**src/rtl/storage_request_sequencer_if.sv**
```systemverilog
// storage_request_sequencer_if
//   Bundles the two buses around the sequencer:
//   - core side   : mem_req/gnt request channel plus rvalid/err/rdata responses
//   - controller  : single-access pulse interface to storage_controller
//   The slave modport is the sequencer's view. The master modport is the view
//   of whatever drives the core requests and models the controller.
interface storage_request_sequencer_if #(
  parameter int MEM_W = 32
);
  logic               mem_req_i;
  logic               mem_gnt_o;
  logic               mem_we_i;
  logic [MEM_W/8-1:0] mem_be_i;
  logic [31:0]        mem_addr_i;
  logic [MEM_W-1:0]   mem_wdata_i;
  logic               mem_rvalid_o;
  logic               mem_err_o;
  logic [MEM_W-1:0]   mem_rdata_o;

  logic               sc_memory_access_o;
  logic               sc_memory_is_writing_o;
  logic [31:0]        sc_addr_o;
  logic [31:0]        sc_d_in_o;
  logic [MEM_W/8-1:0] sc_mem_be_o;
  logic [31:0]        sc_d_out_i;
  logic               sc_out_valid_i;

  modport slave (
    input  mem_req_i, mem_we_i, mem_be_i, mem_addr_i, mem_wdata_i,
    output mem_gnt_o, mem_rvalid_o, mem_err_o, mem_rdata_o,
    output sc_memory_access_o, sc_memory_is_writing_o, sc_addr_o, sc_d_in_o, sc_mem_be_o,
    input  sc_d_out_i, sc_out_valid_i
  );

  modport master (
    output mem_req_i, mem_we_i, mem_be_i, mem_addr_i, mem_wdata_i,
    input  mem_gnt_o, mem_rvalid_o, mem_err_o, mem_rdata_o,
    input  sc_memory_access_o, sc_memory_is_writing_o, sc_addr_o, sc_d_in_o, sc_mem_be_o,
    output sc_d_out_i, sc_out_valid_i
  );
endinterface

```
**src/rtl/storage_request_sequencer.sv**
```systemverilog
// storage_request_sequencer
//   Queues core memory requests in a small FIFO and issues them one at a time
//   to storage_controller as a single-cycle access pulse. Operands are held
//   stable until the access completes. Responses are returned in order,
//   including write completions, illegal-access errors and read timeouts.
// Ports:
//   clk  - clock
//   rst  - synchronous reset, active high
//   bus  - storage_request_sequencer_if.slave carrying the core request and
//          response channel (mem_*) and the controller interface (sc_*)
module storage_request_sequencer #(
  parameter int          MEM_W      = 32,
  parameter int          REQ_DEPTH  = 4,
  parameter logic [31:0] SRAM_LIMIT = 32'h0000_2000,
  parameter int          WR_LAT     = 1,
  parameter int          TIMEOUT    = 1024
)(
  input  logic clk,
  input  logic rst,
  storage_request_sequencer_if.slave bus
);
  localparam int BEW = MEM_W / 8;
  localparam int PW  = $clog2(REQ_DEPTH);
  localparam int CW  = $clog2(TIMEOUT + 1);

  typedef struct packed {
    logic             we;
    logic [BEW-1:0]   be;
    logic [31:0]      addr;
    logic [MEM_W-1:0] wdata;
  } req_t;

  typedef enum logic [2:0] {S_IDLE, S_ISSUE, S_WAIT, S_RESP, S_DRAIN} state_t;

  req_t             r_fifo [REQ_DEPTH];
  logic [PW-1:0]    r_wptr, r_rptr;
  logic [PW:0]      r_count;
  state_t           r_state;
  req_t             r_hold;
  logic [CW-1:0]    r_cnt;
  logic             r_access, r_rvalid, r_err, r_timed_out;
  logic [MEM_W-1:0] r_rdata;

  logic w_full, w_push, w_pop;
  req_t w_head;

  // gnt looks only at the registered count, so a pop in the same cycle does
  // not reopen a full FIFO.
  assign w_full        = (r_count == (PW+1)'(REQ_DEPTH));
  assign bus.mem_gnt_o = !rst && !w_full;
  assign w_push        = bus.mem_req_i && bus.mem_gnt_o;
  assign w_pop         = (r_state == S_IDLE) && (r_count != '0);
  assign w_head        = r_fifo[r_rptr];

  // Circular buffer. Because the depth is a power of two, the pointers wrap
  // on their own.
  always_ff @(posedge clk) begin
    if (rst) begin
      r_wptr  <= '0;
      r_rptr  <= '0;
      r_count <= '0;
    end else begin
      if (w_push) begin
        r_fifo[r_wptr] <= '{we: bus.mem_we_i, be: bus.mem_be_i,
                            addr: bus.mem_addr_i, wdata: bus.mem_wdata_i};
        r_wptr <= r_wptr + 1'b1;
      end
      if (w_pop) r_rptr <= r_rptr + 1'b1;
      case ({w_push, w_pop})
        2'b10:   r_count <= r_count + 1'b1;
        2'b01:   r_count <= r_count - 1'b1;
        default: ;
      endcase
    end
  end

  // Sequencer FSM. The pulse and response outputs are registered and default
  // to 0 each cycle, so rdata and err are zero outside the rvalid pulse.
  always_ff @(posedge clk) begin
    if (rst) begin
      r_state     <= S_IDLE;
      r_hold      <= '0;
      r_cnt       <= '0;
      r_access    <= 1'b0;
      r_rvalid    <= 1'b0;
      r_err       <= 1'b0;
      r_rdata     <= '0;
      r_timed_out <= 1'b0;
    end else begin
      r_access <= 1'b0;
      r_rvalid <= 1'b0;
      r_err    <= 1'b0;
      r_rdata  <= '0;
      case (r_state)
        S_IDLE: if (w_pop) begin
          r_hold <= w_head;
          if (w_head.be == '0) begin
            // An empty byte mask completes immediately and never reaches the controller.
            r_state  <= S_RESP;
            r_rvalid <= 1'b1;
          end else if (w_head.we && (w_head.addr >= SRAM_LIMIT)) begin
            // External space is read-only.
            r_state  <= S_RESP;
            r_rvalid <= 1'b1;
            r_err    <= 1'b1;
          end else begin
            r_state  <= S_ISSUE;
            r_access <= 1'b1;
          end
        end
        S_ISSUE: begin
          r_cnt   <= '0;
          r_state <= S_WAIT;
        end
        S_WAIT: begin
          r_cnt <= r_cnt + 1'b1;
          // The controller never acknowledges a write, so a write completes
          // after a fixed latency. For a read, valid data takes priority over
          // a timeout that occurs in the same cycle.
          if (!r_hold.we && bus.sc_out_valid_i) begin
            r_state  <= S_RESP;
            r_rvalid <= 1'b1;
            r_rdata  <= bus.sc_d_out_i;
          end else if (r_hold.we && (r_cnt == CW'(WR_LAT - 1))) begin
            r_state  <= S_RESP;
            r_rvalid <= 1'b1;
          end else if (!r_hold.we && (r_cnt == CW'(TIMEOUT - 1))) begin
            r_state     <= S_RESP;
            r_rvalid    <= 1'b1;
            r_err       <= 1'b1;
            r_timed_out <= 1'b1;
          end
        end
        S_RESP: begin
          // After a timeout the controller still owes a read response. DRAIN
          // absorbs it, unless it has already arrived in this cycle.
          r_timed_out <= 1'b0;
          r_state     <= (r_timed_out && !bus.sc_out_valid_i) ? S_DRAIN : S_IDLE;
        end
        S_DRAIN: if (bus.sc_out_valid_i) r_state <= S_IDLE;
        default: r_state <= S_IDLE;
      endcase
    end
  end

  assign bus.sc_memory_access_o     = r_access;
  assign bus.sc_memory_is_writing_o = r_hold.we;
  assign bus.sc_addr_o              = r_hold.addr;
  assign bus.sc_d_in_o              = r_hold.wdata;
  assign bus.sc_mem_be_o            = r_hold.be;
  assign bus.mem_rvalid_o           = r_rvalid;
  assign bus.mem_err_o              = r_err;
  assign bus.mem_rdata_o            = r_rdata;
endmodule

```
**src/flat_wrapper.sv**
```systemverilog
// flat-port wrapper written by rule: the top's interface ports become plain ports
module storage_request_sequencer_flat 
#(
  parameter int          MEM_W      = 32,
  parameter int          REQ_DEPTH  = 4,
  parameter logic [31:0] SRAM_LIMIT = 32'h0000_2000,
  parameter int          WR_LAT     = 1,
  parameter int          TIMEOUT    = 1024
)
  (clk, rst, bus_mem_req_i, bus_mem_we_i, bus_mem_be_i, bus_mem_addr_i, bus_mem_wdata_i, bus_mem_gnt_o, bus_mem_rvalid_o, bus_mem_err_o, bus_mem_rdata_o, bus_sc_memory_access_o, bus_sc_memory_is_writing_o, bus_sc_addr_o, bus_sc_d_in_o, bus_sc_mem_be_o, bus_sc_d_out_i, bus_sc_out_valid_i);
  storage_request_sequencer_if #(.MEM_W(MEM_W)) bus_i ();
  input  logic clk;
  input  logic rst;
  input wire logic [$bits(bus_i.mem_req_i)-1:0] bus_mem_req_i;
  input wire logic [$bits(bus_i.mem_we_i)-1:0] bus_mem_we_i;
  input wire logic [$bits(bus_i.mem_be_i)-1:0] bus_mem_be_i;
  input wire logic [$bits(bus_i.mem_addr_i)-1:0] bus_mem_addr_i;
  input wire logic [$bits(bus_i.mem_wdata_i)-1:0] bus_mem_wdata_i;
  output wire logic [$bits(bus_i.mem_gnt_o)-1:0] bus_mem_gnt_o;
  output wire logic [$bits(bus_i.mem_rvalid_o)-1:0] bus_mem_rvalid_o;
  output wire logic [$bits(bus_i.mem_err_o)-1:0] bus_mem_err_o;
  output wire logic [$bits(bus_i.mem_rdata_o)-1:0] bus_mem_rdata_o;
  output wire logic [$bits(bus_i.sc_memory_access_o)-1:0] bus_sc_memory_access_o;
  output wire logic [$bits(bus_i.sc_memory_is_writing_o)-1:0] bus_sc_memory_is_writing_o;
  output wire logic [$bits(bus_i.sc_addr_o)-1:0] bus_sc_addr_o;
  output wire logic [$bits(bus_i.sc_d_in_o)-1:0] bus_sc_d_in_o;
  output wire logic [$bits(bus_i.sc_mem_be_o)-1:0] bus_sc_mem_be_o;
  input wire logic [$bits(bus_i.sc_d_out_i)-1:0] bus_sc_d_out_i;
  input wire logic [$bits(bus_i.sc_out_valid_i)-1:0] bus_sc_out_valid_i;
  assign bus_i.mem_req_i = bus_mem_req_i;
  assign bus_i.mem_we_i = bus_mem_we_i;
  assign bus_i.mem_be_i = bus_mem_be_i;
  assign bus_i.mem_addr_i = bus_mem_addr_i;
  assign bus_i.mem_wdata_i = bus_mem_wdata_i;
  assign bus_mem_gnt_o = bus_i.mem_gnt_o;
  assign bus_mem_rvalid_o = bus_i.mem_rvalid_o;
  assign bus_mem_err_o = bus_i.mem_err_o;
  assign bus_mem_rdata_o = bus_i.mem_rdata_o;
  assign bus_sc_memory_access_o = bus_i.sc_memory_access_o;
  assign bus_sc_memory_is_writing_o = bus_i.sc_memory_is_writing_o;
  assign bus_sc_addr_o = bus_i.sc_addr_o;
  assign bus_sc_d_in_o = bus_i.sc_d_in_o;
  assign bus_sc_mem_be_o = bus_i.sc_mem_be_o;
  assign bus_i.sc_d_out_i = bus_sc_d_out_i;
  assign bus_i.sc_out_valid_i = bus_sc_out_valid_i;
  storage_request_sequencer #(.MEM_W(MEM_W), .REQ_DEPTH(REQ_DEPTH), .SRAM_LIMIT(SRAM_LIMIT), .WR_LAT(WR_LAT), .TIMEOUT(TIMEOUT)) u_core (.clk(clk), .rst(rst), .bus(bus_i));
endmodule
```
**config.mk**
```make
export PLATFORM = sky130hd
export DESIGN_NAME = storage_request_sequencer_flat
export DESIGN_NICKNAME = d
export VERILOG_FILES = /design/src/rtl/storage_request_sequencer_if.sv /design/src/rtl/storage_request_sequencer.sv /design/src/flat_wrapper.sv
export SDC_FILE = /design/constraint.sdc
export NUM_CORES = 1
export LEC_CHECK = 0
export CORE_ASPECT_RATIO = 0.9
export CORE_MARGIN = 4
export CORE_UTILIZATION = 30
export CTS_CLUSTER_DIAMETER = 200
export CTS_CLUSTER_SIZE = 40
export DETAILED_ROUTE_END_ITERATION = 8
export GPL_TIMING_DRIVEN = 0
export PLACE_DENSITY = 0.49
export SLEW_MARGIN = 20
export SYNTH_ARGS = -nofsm -noshare
export SYNTH_HDL_FRONTEND = slang
export SYNTH_SLANG_ARGS = --single-unit
```
**constraint.sdc**
```tcl
create_clock -name clk -period 7.8 [get_ports clk]
set_clock_uncertainty 0.2 [all_clocks]
set_input_delay 1.56 -clock clk [delete_from_list [all_inputs] [get_ports clk]]
set_output_delay 1.56 -clock clk [all_outputs]
set_load 0.03 [all_outputs]
```
==> results of run 1 <==
==> flip-flops by register name (all words and copies together), names as in the netlist, 2 cells and up, named ones only <==
| name | count |
|---|---|
| u_core.bus.sc_addr_o | 32 |
| u_core.r_state | 3 |
| u_core.r_count | 3 |
| u_core.r_cnt | 11 |
| u_core.bus.sc_mem_be_o | 4 |
| u_core.r_rptr | 2 |
| u_core.r_wptr | 2 |
| u_core.r_fifo | 276 |
| u_core.bus.mem_rdata_o | 32 |
| u_core.bus.sc_d_in_o | 32 |
==> power by group <==
group	internal, W	switching (W)
clock	0.000354	0.000643
sequential	0.00254	0.000124
combinational	0.000677	0.00108
==> cells in the final DEF, fill, tap and decap left out, drive strengths merged, types with 2 or more instances in the layout <==
cell	synthesis	layout
nor2b	2	2
a21oi	89	89
clkbuf	32	53
nand3	7	7
dfxtp	128	128
ha	7	7
a41oi	4	4
xnor2	2	2
nand2	158	158
o21ai	18	18
nor2	20	20
and3	6	6
mux4	69	69
clkinv	0	2
nand4	2	2
and2	36	36
o211ai	2	2
xor2	3	3
nand2b	2	2
nor4	7	7
nor4b	3	3
a31oi	4	4
buf	21	25
or3	5	5
diode	0	2
edfxtp	276	276
nor3	10	10
inv	11	11
clkdlybuf4s50	0	209
==> worst min path at each step <==
stage,cells past startpoint,from,slack [ns],to
2_1_floorplan,2,u_core.r_timed_out,0.25,u_core.r_timed_out
5_1_grt,2,u_core.bus.sc_addr_o[3],0.28,u_core.bus.sc_addr_o[3]
4_1_cts,2,u_core.bus.sc_d_in_o[11],0.26,u_core.bus.sc_d_in_o[11]
3_3_place_gp,2,u_core.bus.sc_d_in_o[3],0.25,u_core.bus.sc_d_in_o[3]
6_report,2,u_core.bus.sc_d_in_o[11],0.26,u_core.bus.sc_d_in_o[11]
3_5_place_dp,2,u_core.bus.sc_addr_o[3],0.25,u_core.bus.sc_addr_o[3]
==> through the flow <==
step	instances	power (W)	utilization	hold WS (ns)	instance area (um^2)
floorplan	938	0.00374	-	0.247	14800
global placement	1779	0.00450	0.361	0.246	17700
detailed placement	1783	0.00451	0.364	0.247	17800
CTS	1806	0.00551	0.372	0.262	18300
global route	1806	0.00573	0.372	0.282	18300
finish	1808	0.00541	0.373	0.260	18300
==> metal layers <==
layer  routed length (um)  global-route usage  up-vias  share of wire
met1                17500               0.198     4225           0.47
met4                  463              0.0184       12          0.012
met2                16800               0.220      207           0.45
met5                   90                   0        -         0.0024
met3                 2270              0.0354       32          0.061
li1                     -                   -     3947              -
==> layout make-up <==
class | count | area, um^2 | share of cell area
Inverter | 11 | 41.3 | 0.00226
Tap cell | 632 | 791 | 0.0433
Antenna cell | 2 | 5.00 | 0.000274
Sequential cell | 404 | 10900 | 0.594
Clock inverter | 2 | 46.3 | 0.00253
Buffer | 53 | 287 | 0.0157
Multi-Input combinational cell | 470 | 3670 | 0.201
Timing Repair Buffer | 213 | 2200 | 0.121
Clock buffer | 21 | 377 | 0.0206
==> critical path, delay by kind of cell <==
family	cells	cell delay, ns
buffers and inverters	2	1.38
AO/OA/AOI/OAI	1	0.62
==> kinds of logic (layout without fill, tap and decap cells) <==
kind of cell             count (synthesis)  after routing
buffers and inverters                   64            300
other                                    0              2
flip-flops                             404            404
AO/OA/AOI/OAI                          124            124
adder cells (fa/ha/maj)                  8              8
multiplexers                            69             69
XOR/XNOR                                 5              5
AND/OR/NAND/NOR                        264            264
==> key figures, run 1 <==
Power
  – P_leak: ~5.7 nW
  – Peak supply drop: approximately 150 uV
  – PwrDens: 296 mW/mm^2

Global route
  – Initial antenna violation count: 7
  – Largest net degree at the start of global routing: 42
  – Global route overflow: 0
  – GR Util All Layers: 0.138
  – Global-route wire length before repair: ~57 mm
  – Vias in the first global route: between 8000 and 9000

Timing
  – Worst Tran Pin Value: 0.769 ns
  – Fmax achieved: between 150 and 200 MHz
  – Setup repair after global routing missed its margin: false
  – Slew Limit Fails: 0
  – Relative slew margins: 0.487
  – Final Critical Period: between 5 and 6 ns
  – Setup ws final: between 2 and 2.5 ns
  – Final Hold Fails: 0
  – Fin crit share: 0.683
  – Setup TNS: 0 ns
  – # setup viols final: 0

Synthesis
  – Cell with the most instances after synthesis: edfxtp_1
  – Avg Inst Size Synth: 15.8 um^2
  – Area share of the largest cell type after synthesis: 0.559
  – Main synth FF type: edfxtp_1
  – Top cells by count, synth: edfxtp_1 (276), nand2_1 (158), dfxtp_1 (128)
  – Seq cells post-synth: 404
  – Adder-cell share of the synthesized area: 0.00726
  – Mapped Area: ~0.015 mm^2
  – Largest family of logic cells by synthesized area: multiplexers
  – Post-Synth XOR/XNOR Area: 0.00295
  – Compound-Gate Fraction of Synth Area: 0.0451
  – Share of flip-flops with an asynchronous set or reset: 0
  – Mapped Cells: roughly 940
  – EDFF count, synth: 276
  – Post-synthesis sequential area ratio: 0.732
  – Yosys cell types: between 40 and 50
  – Synth Area in Simple Gates: 0.0834
  – Largest cells by area after synthesis: edfxtp_1 (56%), dfxtp_1 (17%), mux4_2 (8.8%)
  – Yosys top cell by area: edfxtp_1
  – Synth Net Count: approximately 1100
  – Mux cell area share after synthesis: 0.108
  – Yosys Warn Count: 0

Worst setup path
  – Worst setup SP type: primary input
  – Crit Path Max Fanout: 6
  – Worst r2r src: u_core.r_state[2]
  – Worst setup path class: in2out
  – R2R setup slack: about 4.1 ns
  – CP Capture Point: bus_mem_gnt_o
  – Largest stage delay on the critical path: roughly 0.85 ns
  – CP Capture Type: output port
  – Slowest cell on crit path: clkdlybuf4s50_1
  – R2R depth: 11
  – Crit. Startpoint: rst
  – Crit path DAT: 3.57 ns
  – CP Cell Sequence: clkdlybuf4s50_1 > a31oi_1 > clkdlybuf4s50_1
  – Critical Path RT: 6.04 ns
  – Worst reg2reg path endpoint: u_core.r_count[2]
  – Most used cell, CP: clkdlybuf4s50_1

Die
  – Die Y: ~220 um
  – # rows: 77
  – Core area: between 0.04 and 0.05 mm^2
  – Die width: approximately 240 um
  – I/O pin count: between 200 and 250
  – Die area: 0.0531 mm^2
  – Initial Utilization: 0.302

Final layout
  – Fill count: roughly 4600
  – Area grow syn2layout: 23.2%
  – Final nets: roughly 1300
  – Layout cells sized above 1: 0.0928

Detailed routing
  – Via density: about 4.7
  – Residual DRC count: 0
  – DRT Pass-1 Iters: 6
  – DRT iter0 DRCs: between 500 and 600
  – Post-DR wirelength/cell: a little over 20 um
  – Routed wire length: between 30 and 40 mm
  – DR vias: 8423
  – Post-route ant nets: 0

Clocking
  – Clk slew on worst S/H paths: approximately 0.07 ns
  – Postcts setup bufs: 0
  – TritonCTS buffer count: 14
  – Clock Root Buffer: clkbuf_16
  – Clock sink count: roughly 400
  – Post-CTS Hold Fix Bufs: 0
  – Clk Latency, worst-skew pair: between 0.5 and 0.6 ns
  – Max H-tree Level: 1
  – Post_cts resized: 0
  – CTS tree: built
  – Clock tree buffer depth: 3

Run
  – Max cap viols: 0

Hold path
  – Min-Delay Path Class: reg2reg

Place
  – Global placement routability congestion: 0.786
  – Post-place setup slack: around 2.5 ns
  – Hpwl dp: approximately 25 mm
  – Port Buffers: roughly 210

Outcome
  – Status: finished clean
No activity file was read; power rests on OpenSTA's default activity.
==> run 2, diff against run 1 <==
==> constraint.sdc (replaced) <==
create_clock -name clk -period 5.5 [get_ports clk]
set_clock_uncertainty 0.2 [all_clocks]
set_input_delay 1.1 -clock clk [delete_from_list [all_inputs] [get_ports clk]]
set_output_delay 1.1 -clock clk [all_outputs]
set_load 0.03 [all_outputs]
==> results of run 2 <==
The final DEF is identical to that of run 1. Status: finished clean.
Among the figures that moved: setup slack after placement 2.47 ns -> 1.09 ns; setup slack after layout 2.47 ns -> 1.09 ns; register-to-register setup slack 4.13 ns -> 1.83 ns; total power 0.00541 W -> 0.00768 W; worst IR drop on VDD 153 uV -> 217 uV
==> run 3, diff against run 2 <==
--- a/config.mk
+++ b/config.mk
@@ -12,7 +12,7 @@
 export CTS_CLUSTER_SIZE = 40
 export DETAILED_ROUTE_END_ITERATION = 8
 export GPL_TIMING_DRIVEN = 0
-export PLACE_DENSITY = 0.49
+export PLACE_DENSITY = 0.51
 export SLEW_MARGIN = 20
 export SYNTH_ARGS = -nofsm -noshare
 export SYNTH_HDL_FRONTEND = slang
==> constraint.sdc (replaced) <==
create_clock -name clk -period 3.6 [get_ports clk]
set_clock_uncertainty 0.2 [all_clocks]
set_input_delay 0.72 -clock clk [delete_from_list [all_inputs] [get_ports clk]]
set_output_delay 0.72 -clock clk [all_outputs]
set_load 0.03 [all_outputs]
==> key figures, run 3 (same netlist as run 1, synthesis figures left out) <==
Outcome
  – Status: finished clean

Place
  – Port Buffers: 209
  – Global placement routability congestion: 0.794
  – Placed cell area: 0.0178 mm^2
  – Hpwl dp: 25.0 mm

Final layout
  – Final nets: between 1000 and 1500
  – Fin area: 0.0183 mm^2
  – Layout cells sized above 1: 0.0937
  – Largest reg by FF count: u_core.r_fifo
  – Fin util: 0.373
  – Area grow syn2layout: 23.3%
  – Max reg flops: 276
  – Commonest cells after routing, fill and taps aside: edfxtp_1 (276), clkdlybuf4s50_1 (209), nand2_1 (158)
  – Most common cell after layout, fill and taps aside: edfxtp_1

Worst setup path
  – R2R setup slack: between 0.3 and 0.4 ns
  – Worst reg2reg path endpoint: u_core.r_count[2]
  – Crit path DAT: about 2.5 ns
  – Crit Path Max Fanout: 6
  – CP Capture Type: output port
  – Worst r2r src: u_core.r_state[2]
  – Critical Path RT: 2.68 ns
  – Worst setup path class: in2out
  – R2R depth: 10
  – Worst setup SP type: primary input

Global route
  – Global route overflow: 0
  – Vias in the first global route: just under 9000
  – Global-route wire length before repair: around 55 mm
  – Initial antenna violation count: 6
  – Largest net degree at the start of global routing: 42
  – GR Util All Layers: 0.136

Power
  – Sequential share of power: 0.491
  – PwrDens: between 600 and 700 mW/mm^2
  – Clk pwr share: 0.185
  – Design Power: 0.0117 W
  – Cell internal pwr: 0.00775 W
  – Net Sw Power: roughly 0.0040 W
  – Switching power share of the total: 0.339
  – Combinational Power Share: 0.323
  – Peak supply drop: 366 uV
  – P_leak: roughly 5.7 nW

Detailed routing
  – Routed wire length: about 37 mm
  – DRT Pass-1 Iters: 5
  – Via density: about 4.7
  – DRT iter0 DRCs: approximately 490
  – DR vias: 8520
  – Post-DR wirelength/cell: just over 20 um
  – Post-route ant nets: 0
  – Residual DRC count: 0

Timing
  – Relative slew margins: 0.503
  – Setup TNS: 0 ns
  – Final Hold Fails: 0
  – Setup repair after global routing missed its margin: false
  – Slew Limit Fails: 0
  – Worst Tran Pin Value: between 0.7 and 0.8 ns
  – Final Critical Period: 3.41 ns
  – # setup viols final: 0
  – Fmax achieved: slightly below 300 MHz
  – Fin crit share: 0.946

Clocking
  – Clk Latency, worst-skew pair: ~0.56 ns
  – Clock Root Buffer: clkbuf_16
  – TritonCTS buffer count: 14
  – Post_cts resized: 1
  – Max H-tree Level: 1
  – Postcts setup bufs: 0
  – CTS tree: built
  – Clock sink count: roughly 400
  – Post-CTS Hold Fix Bufs: 0
  – Clk slew on worst S/H paths: roughly 0.16 ns
  – Clock tree buffer depth: 3

Die
  – Die Y: ~220 um
  – Initial Utilization: 0.302
  – I/O pin count: 210
  – Core area: ~0.049 mm^2
  – Die area: between 0.05 and 0.06 mm^2
  – # rows: between 70 and 80
  – Die width: about 240 um

Hold path
  – Hold endpoint: u_core.bus.sc_d_in_o[31]
  – Worst Hold Path Cells: 2
  – Hold path startpoint: u_core.bus.sc_d_in_o[31]
  – Min-Delay Path Class: reg2reg

Run
  – Max cap viols: 0
-- run 3: cell count changes in the layout (fill, tap and decap cells not counted) --
cell	change
inv_2	-1
or3_1	-1
inv_4	+1
or3_4	+1
-- run 3: worst max-delay path by stage --
stage / startpoint / endpoint / slack (ns) / cells after the start
final: rst / bus_mem_gnt_o / 0.19 / 3
after global routing: rst / bus_mem_gnt_o / 0.11 / 3
after floorplan: rst / u_core.r_fifo[0][0] / 0.55 / 2
after global placement: rst / u_core.r_fifo[3][10] / -0.48 / 3
after detailed placement: u_core.r_state[2] / u_core.r_count[2] / -0.1 / 11
after CTS: u_core.r_state[2] / u_core.r_count[2] / 0.05 / 10
-- run 3: worst max-delay path, cell delays in order --
cell and delay (ns):
clkdlybuf4s50_1 0.50, a31oi_1 0.44, clkdlybuf4s50_1 0.83
-- run 3: area by class of cell --
| type | count | area, um^2 |
|---|---|---|
| well taps | 632 | 791 |
| flip-flops and latches | 404 | 10900 |
| inverters | 11 | 43.8 |
| clock buffers | 22 | 380 |
| multi-input cells | 470 | 3680 |
| clock inverters | 2 | 46.3 |
| fillers | 4632 | 30800 |
| diodes | 2 | 5.00 |
| repair buffers | 213 | 2200 |
| plain buffers | 52 | 283 |
-- run 3: per-stage QoR --
step / std cells / hold WS, ns / worst slack (ns)
after floorplan: 938 / 0.247 / 0.555
after global placement: 1779 / 0.242 / -0.482
after detailed placement: 1783 / 0.248 / -0.0985
after CTS: 1806 / 0.268 / 0.0491
after global routing: 1806 / 0.290 / 0.114
final: 1808 / 0.265 / 0.194
-- run 3: metal layers --
layer	up-vias	global-route usage	routed length, um
li1	3947	-	-
met1	4282	0.188	16600
met2	253	0.221	17200
met3	32	0.0364	2720
met4	6	0.0213	504
met5	-	0	41
-- run 3: power by group through the flow --
stage	sequential (W)	combinational, W	clock (W)
2_1_floorplan	0.00647	0.00162	0
3_3_place_gp	0.00587	0.00383	0
3_5_place_dp	0.00588	0.00387	0
4_1_cts	0.00577	0.00388	0.00228
5_1_grt	0.00582	0.00413	0.00245
6_report	0.00576	0.00379	0.00217
